[config.mk]
export PLATFORM = sky130hd
export DESIGN_NAME = wallace_tree_mult_pipe
export DESIGN_NICKNAME = d
export VERILOG_FILES = /design/src/rtl/wallace_pkg.sv /design/src/rtl/csa_3to2.sv /design/src/rtl/wallace_tree_mult_pipe.sv
export SDC_FILE = /design/constraint.sdc
export NUM_CORES = 1
export LEC_CHECK = 0
export ABC_AREA = 1
export ABC_CLOCK_PERIOD_IN_PS = 3640
export BUFFER_PORTS_ARGS = -buffer_cell sky130_fd_sc_hd__buf_4
export CORE_UTILIZATION = 54
export DETAILED_ROUTE_END_ITERATION = 6
export PLACE_DENSITY = 0.7
export SLEW_MARGIN = 40
export SYNTH_ARGS = -nofsm -noshare
export SYNTH_HDL_FRONTEND = slang
export SYNTH_SLANG_ARGS = --single-unit
[constraint.sdc]
create_clock -name clk -period 3.64 [get_ports clk]
set_input_delay 0.728 -clock clk [delete_from_list [all_inputs] [get_ports clk]]
set_output_delay 0.728 -clock clk [all_outputs]
set_load 0.02 [all_outputs]
[src/rtl/wallace_pkg.sv]
// Shared constants and elaboration-time helpers for the pipelined Wallace-tree
// multiplier.
//   WIDTH_DEF / STAGES_DEF / TAG_W_DEF : default parameter values
//   pp_per_col   : partial-product bits landing in a given product column
//   rows_next    : rows left after one level of 3:2 compression
//   rows_at      : rows present after a given number of tree levels
//   tree_levels  : compression levels needed to reach two rows
//   stage_pos    : tree level at which pipeline register j sits
//   last_reg_at  : highest-numbered register sitting at a level (-1 if none)
package wallace_pkg;

  localparam int WIDTH_DEF  = 8;
  localparam int STAGES_DEF = 2;
  localparam int TAG_W_DEF  = 4;

  // Rows are sign-extended to full product width, so row i feeds every column
  // from i upward; column 0 also carries the +1 of the two's-complement
  // negation used for a signed multiplier's top bit.
  function automatic int pp_per_col(input int width, input int col);
    int n;
    n = (col + 1 < width) ? col + 1 : width;
    if (col == 0) n = n + 1;
    return n;
  endfunction

  function automatic int rows_next(input int n);
    return 2 * (n / 3) + (n % 3);
  endfunction

  function automatic int rows_at(input int n0, input int lvl);
    int n;
    n = n0;
    for (int i = 0; i < lvl; i++) n = rows_next(n);
    return n;
  endfunction

  function automatic int tree_levels(input int n0);
    int n;
    int l;
    n = n0;
    l = 0;
    while (n > 2) begin
      n = rows_next(n);
      l = l + 1;
    end
    return l;
  endfunction

  // Registers are spread evenly over the tree; the last one always sits after
  // the final level so the carry-propagate adder lives in the output stage.
  function automatic int stage_pos(input int j, input int levels, input int stages);
    return ((j + 1) * levels) / stages;
  endfunction

  function automatic int last_reg_at(input int k, input int levels, input int stages);
    int r;
    r = -1;
    for (int j = 0; j < stages; j++)
      if (stage_pos(j, levels, stages) == k) r = j;
    return r;
  endfunction

endpackage

[src/rtl/csa_3to2.sv]
// Bit-vector 3:2 carry-save compressor: x + y + z == s + c (mod 2^N).
//   x, y, z : input rows
//   s       : bitwise sum row
//   c       : carry row, already shifted up one column
module csa_3to2 #(
  parameter int N = 16
) (
  input  logic [N-1:0] x,
  input  logic [N-1:0] y,
  input  logic [N-1:0] z,
  output logic [N-1:0] s,
  output logic [N-1:0] c
);

  assign s = x ^ y ^ z;
  // The carry out of the top column falls off: all rows are modulo 2^N.
  assign c = ((x & y) | (x & z) | (y & z)) << 1;

endmodule

[src/rtl/wallace_tree_mult_pipe.sv]
// Pipelined Wallace-tree multiplier with valid/ready handshake and a user tag.
// Signedness of each operand is folded into the partial-product rows, so the
// rows themselves carry it through the pipeline alongside the tag.
//   clk, rst_n          : clock, asynchronous active-low reset
//   in_valid / in_ready : operand handshake (in_ready is the advance enable)
//   a, b                : operands, a_signed / b_signed select two's complement
//   in_tag              : opaque tag returned with the product
//   out_valid/out_ready : product handshake
//   z, out_tag          : 2*WIDTH-bit product and its tag (zero when not valid)
module wallace_tree_mult_pipe
  import wallace_pkg::*;
#(
  parameter int WIDTH  = WIDTH_DEF,
  parameter int STAGES = STAGES_DEF,
  parameter int TAG_W  = TAG_W_DEF
) (
  input  logic                 clk,
  input  logic                 rst_n,
  input  logic                 in_valid,
  output logic                 in_ready,
  input  logic [WIDTH-1:0]     a,
  input  logic [WIDTH-1:0]     b,
  input  logic                 a_signed,
  input  logic                 b_signed,
  input  logic [TAG_W-1:0]     in_tag,
  output logic                 out_valid,
  input  logic                 out_ready,
  output logic [2*WIDTH-1:0]   z,
  output logic [TAG_W-1:0]     out_tag
);

  localparam int W2     = 2 * WIDTH;
  // Tallest column plus the negation correction row.
  localparam int NROWS  = pp_per_col(WIDTH, W2 - 1) + 1;
  localparam int LEVELS = tree_levels(NROWS);

  logic adv;
  logic [W2-1:0] a_ext;
  logic [NROWS-1:0][W2-1:0] pp;
  logic [W2-1:0] sum;

  // A signed multiplier's top bit weighs -2^(WIDTH-1): that row is negated as
  // ~row plus a 1 in column 0 (the extra row).
  always_comb begin
    a_ext = a_signed ? {{WIDTH{a[WIDTH-1]}}, a} : {{WIDTH{1'b0}}, a};
    pp = '0;
    for (int i = 0; i < WIDTH - 1; i++)
      pp[i] = b[i] ? (a_ext << i) : '0;
    if (b[WIDTH-1])
      pp[WIDTH-1] = b_signed ? ~(a_ext << (WIDTH - 1)) : (a_ext << (WIDTH - 1));
    pp[WIDTH][0] = b_signed & b[WIDTH-1];
  end

  // Stall depends only on the output stage; bubbles inside are not squeezed.
  assign adv      = out_ready | ~out_valid;
  assign in_ready = adv;

  for (genvar j = 0; j < STAGES; j++) begin : g_st
    localparam int P  = stage_pos(j, LEVELS, STAGES);
    localparam int NR = rows_at(NROWS, P);

    logic                 v;
    logic                 v_d;
    logic [TAG_W-1:0]     t;
    logic [TAG_W-1:0]     t_d;
    logic [NR-1:0][W2-1:0] q;
    logic [NR-1:0][W2-1:0] d;

    if (j == 0) begin : g_ctl_first
      assign v_d = in_valid;
      assign t_d = in_tag;
    end else begin : g_ctl_next
      assign v_d = g_st[j-1].v;
      assign t_d = g_st[j-1].t;
    end

    // Several registers can land on the same tree level when STAGES exceeds
    // the level count; those simply chain.
    if (j > 0 && stage_pos(j - 1, LEVELS, STAGES) == P) begin : g_d_chain
      assign d = g_st[j-1].q;
    end else if (P == 0) begin : g_d_pp
      assign d = pp;
    end else begin : g_d_tree
      assign d = g_lvl[P-1].dout;
    end

    always_ff @(posedge clk or negedge rst_n) begin
      if (!rst_n) v <= 1'b0;
      else if (adv) v <= v_d;
    end

    always_ff @(posedge clk) begin
      if (adv) begin
        q <= d;
        t <= t_d;
      end
    end
  end

  for (genvar l = 0; l < LEVELS; l++) begin : g_lvl
    localparam int NI = rows_at(NROWS, l);
    localparam int NO = rows_at(NROWS, l + 1);
    localparam int G  = NI / 3;
    localparam int LR = last_reg_at(l, LEVELS, STAGES);

    logic [NI-1:0][W2-1:0] din;
    logic [NO-1:0][W2-1:0] dout;

    if (LR >= 0) begin : g_in_reg
      assign din = g_st[LR].q;
    end else if (l == 0) begin : g_in_pp
      assign din = pp;
    end else begin : g_in_lvl
      assign din = g_lvl[l-1].dout;
    end

    for (genvar k = 0; k < G; k++) begin : g_csa
      csa_3to2 #(.N(W2)) u_csa (
        .x (din[3*k]),
        .y (din[3*k+1]),
        .z (din[3*k+2]),
        .s (dout[2*k]),
        .c (dout[2*k+1])
      );
    end

    // Rows left over from the groups of three drop straight to the next level.
    for (genvar r = 3 * G; r < NI; r++) begin : g_pass
      assign dout[2*G + r - 3*G] = din[r];
    end
  end

  assign sum       = g_st[STAGES-1].q[0] + g_st[STAGES-1].q[1];
  assign out_valid = g_st[STAGES-1].v;
  assign z         = out_valid ? sum : '0;
  assign out_tag   = out_valid ? g_st[STAGES-1].t : '0;

endmodule

==> impl_metrics.ini <==
[worst_setup_path]
r2r_setup_slack_ns = 1.60
reg2reg_depth = 3
crit_end = z[13]
crit_path_start_kind = register
cp_max_fo = 5
crit_top_cell = nand2_1
critical_path_arrival_ns = 1.97
worstPathRequired_ns = 2.91
crit_path_cell_trace = ha_1 > nand2_1 > inv_2 > nand2_1 > nand2_1 > nand2_1 > nand3_1 > nand2_1 > nand2_1 > nor2_1 > buf_4
crit_start = g_st[1].q[7]
crit_type = register to output port
max_stage_delay_ns = 0.37
cp_slowest_cell = edfxtp_1
r2r_start = out_valid
path_depth = 11
crit_buf_inv = 2
worstReg2RegEnd = g_st[1].q[23]
cp_top_family = simple AND/OR/NAND/NOR gates
crit_path_end_kind = output port

[clocking]
hold_buffers = 0
tritoncts = done
htree_levels = 3
clk_path_buf_depth = 2
post-cts-setup-buffers = 0
cts_num_sinks = 87
cts_buffers = 9
insertion_delay_ns = 0.36
clk_pin_slew_ns = 0.08
root_buffer = clkbuf_8
ctsResizeCount = 0

[global_route]
grt_max_degree = 78
antenna_found_initial = 0
overflow = 0
track_usage = 0.183
grt_pass1_vias = 3460
grt_pass1_wl_um = 15700

[sta]
tns_ns = 0
rsz0062_at_grt = no
maxSlewViolCount = 0
tightest_slew_ns = 0.658
period_minus_slack_ns = 2.69
fin_crit_sh = 0.740
setup_viol = 0
fmax_ghz = 0.371
relSlewSlack = 0.561
clock_skew_ns = 0.0135
hold_viol_final = 0
fin_hold_ws_ns = 0.136

[cells_and_area]
area_delta_synth_final_pct = 10.9
num-nets-final = 696
antenna_cells = 0
fin_area_um2 = 6340
fin_cells = 718
fin_util = 0.617
drive_above_1_share = 0.143

[drt]
dr.pass1.iters = 4
wl_per_cell_um = 12.6
drt_wl_total_um = 9030
vias = 3409
ant_nets = 0
drt-vias-per-instance = 4.75
drt_iter0_markers = 117
drc = 0

[floorplanning]
initial_core_util = 0.557
num_rows = 37
die_h_um = 105
die_w_um = 105
core_area_um2 = 10300
ioPinCount = 48
dieArea_um2 = 11000

[place]
place_congestion = 0.809
placed_area_um2 = 6160
port-buffer-count = 47
dpl.cell_count = 703
dp_hpwl_um = 7140

[synthesis]
yosys.area.top_type = edfxtp_1
ys_seq_area_frac = 0.455
synth-edff-count = 85
syn_inst = 539
synthTopCellsByArea = edfxtp_1 (45%), fa_1 (20%), nand2_1 (8.3%)
synth_top_cell_area_share = 0.446
ys_seq_elements = 87
yosysMostFrequentCell = nand2_1
avgSynthCellArea_um2 = 10.6
async_reset_ff_frac = 0.0230
yosys-top-cells-count = nand2_1 (126), inv_1 (114), edfxtp_1 (85), fa_1 (58), ha_1 (34)
synth_ff_type = edfxtp_1
syn_area_um2 = 5720
syn_nets = 657
yosys.cell_types.count = 28
yosys_warnings = 0

[flow_run]
cap_violations = 0

[hold_path]
hold_path_class = input pin to async pin

[power]
irDropWorstVdd_uv = 433
powerDensity_nw_per_um2 = 640
leakage_nw = 3.29

[run_status]
outcome = finished clean
[metal layers]
| metal | wire length, µm | share of wire | track usage |
|---|---|---|---|
| met3 | 304 | 0.034 | 0.0387 |
| met5 | 0 | 0 | 0 |
| met4 | 114 | 0.013 | 0.0614 |
| met2 | 4360 | 0.48 | 0.305 |
| met1 | 4260 | 0.47 | 0.241 |
[stage by stage]
step	power, mW	worst slack, ns
final	4.06	0.946
after global routing	4.44	0.696
after CTS	4.10	0.913
after detailed placement	3.48	1.01
after global placement	3.41	1.08
after floorplan	2.93	0.137
[area by class of cell]
| cell class | instances | area [µm²] |
|---|---|---|
| fill | 830 | 3940 |
| sequential | 87 | 2600 |
| multi-input combinational | 312 | 2570 |
| inverter | 120 | 453 |
| timing repair buffer | 48 | 364 |
| tap | 136 | 170 |
| clock buffer | 11 | 131 |
| clock inverter | 4 | 47.5 |
[registers in the layout (all words and copies together) (netlist names)]
name       count
g_lvl.din     48
g_st.q        29
g_st.t         8
g_st.v         1
out_valid      1
[layout by cell type (no fill, tap or decap), drive strengths merged]
cell	instances
a21oi	18
nand3b	1
nor2	28
ha	34
buf	48
nand4	2
or2	1
bufinv	1
clkinvlp	1
nand2	135
xor2	1
dfrtp	2
nand3	15
a21o	1
edfxtp	85
inv	118
clkbuf	11
fa	58
xnor2	5
o21ai	13
clkinv	4
[where the power goes]
| group | switching, mW | leakage (nW) | total, mW | internal (mW) |
|---|---|---|---|---|
| logic | 1.13 | 2.29 | 1.87 | 0.748 |
| clock network | 0.311 | 0.0892 | 0.622 | 0.311 |
| registers | 0.111 | 0.910 | 1.56 | 1.45 |
[how the worst min path moves through the flow]
stage                          from            to  slack [ns]  depth (start not counted)
floorplan           g_lvl[2].din[0]  g_st[1].q[0]        0.40                          0
global placement       g_st[0].t[0]  g_st[1].t[0]        0.40                          0
detailed placement     g_st[0].t[0]  g_st[1].t[0]        0.40                          0
CTS                           rst_n     out_valid        0.11                          1
global route                  rst_n     out_valid        0.11                          1
finish                        rst_n     g_st[0].v        0.14                          1
[cells by family after synthesis]
kind of cell,share of synthesized area
simple gates,0.135
buf+inv,0.0956
fa+ha+maj,0.277
flops,0.455
compound gates,0.0284
xor+xnor,0.00919
[worst register-to-register path: stages (launching register included)]
cell and delay [ns]:
dfrtp_1 0.63, inv_1 0.21, or2_4 0.25, buf_6 0.56
Note: power is estimated with default switching activity, not from simulation.
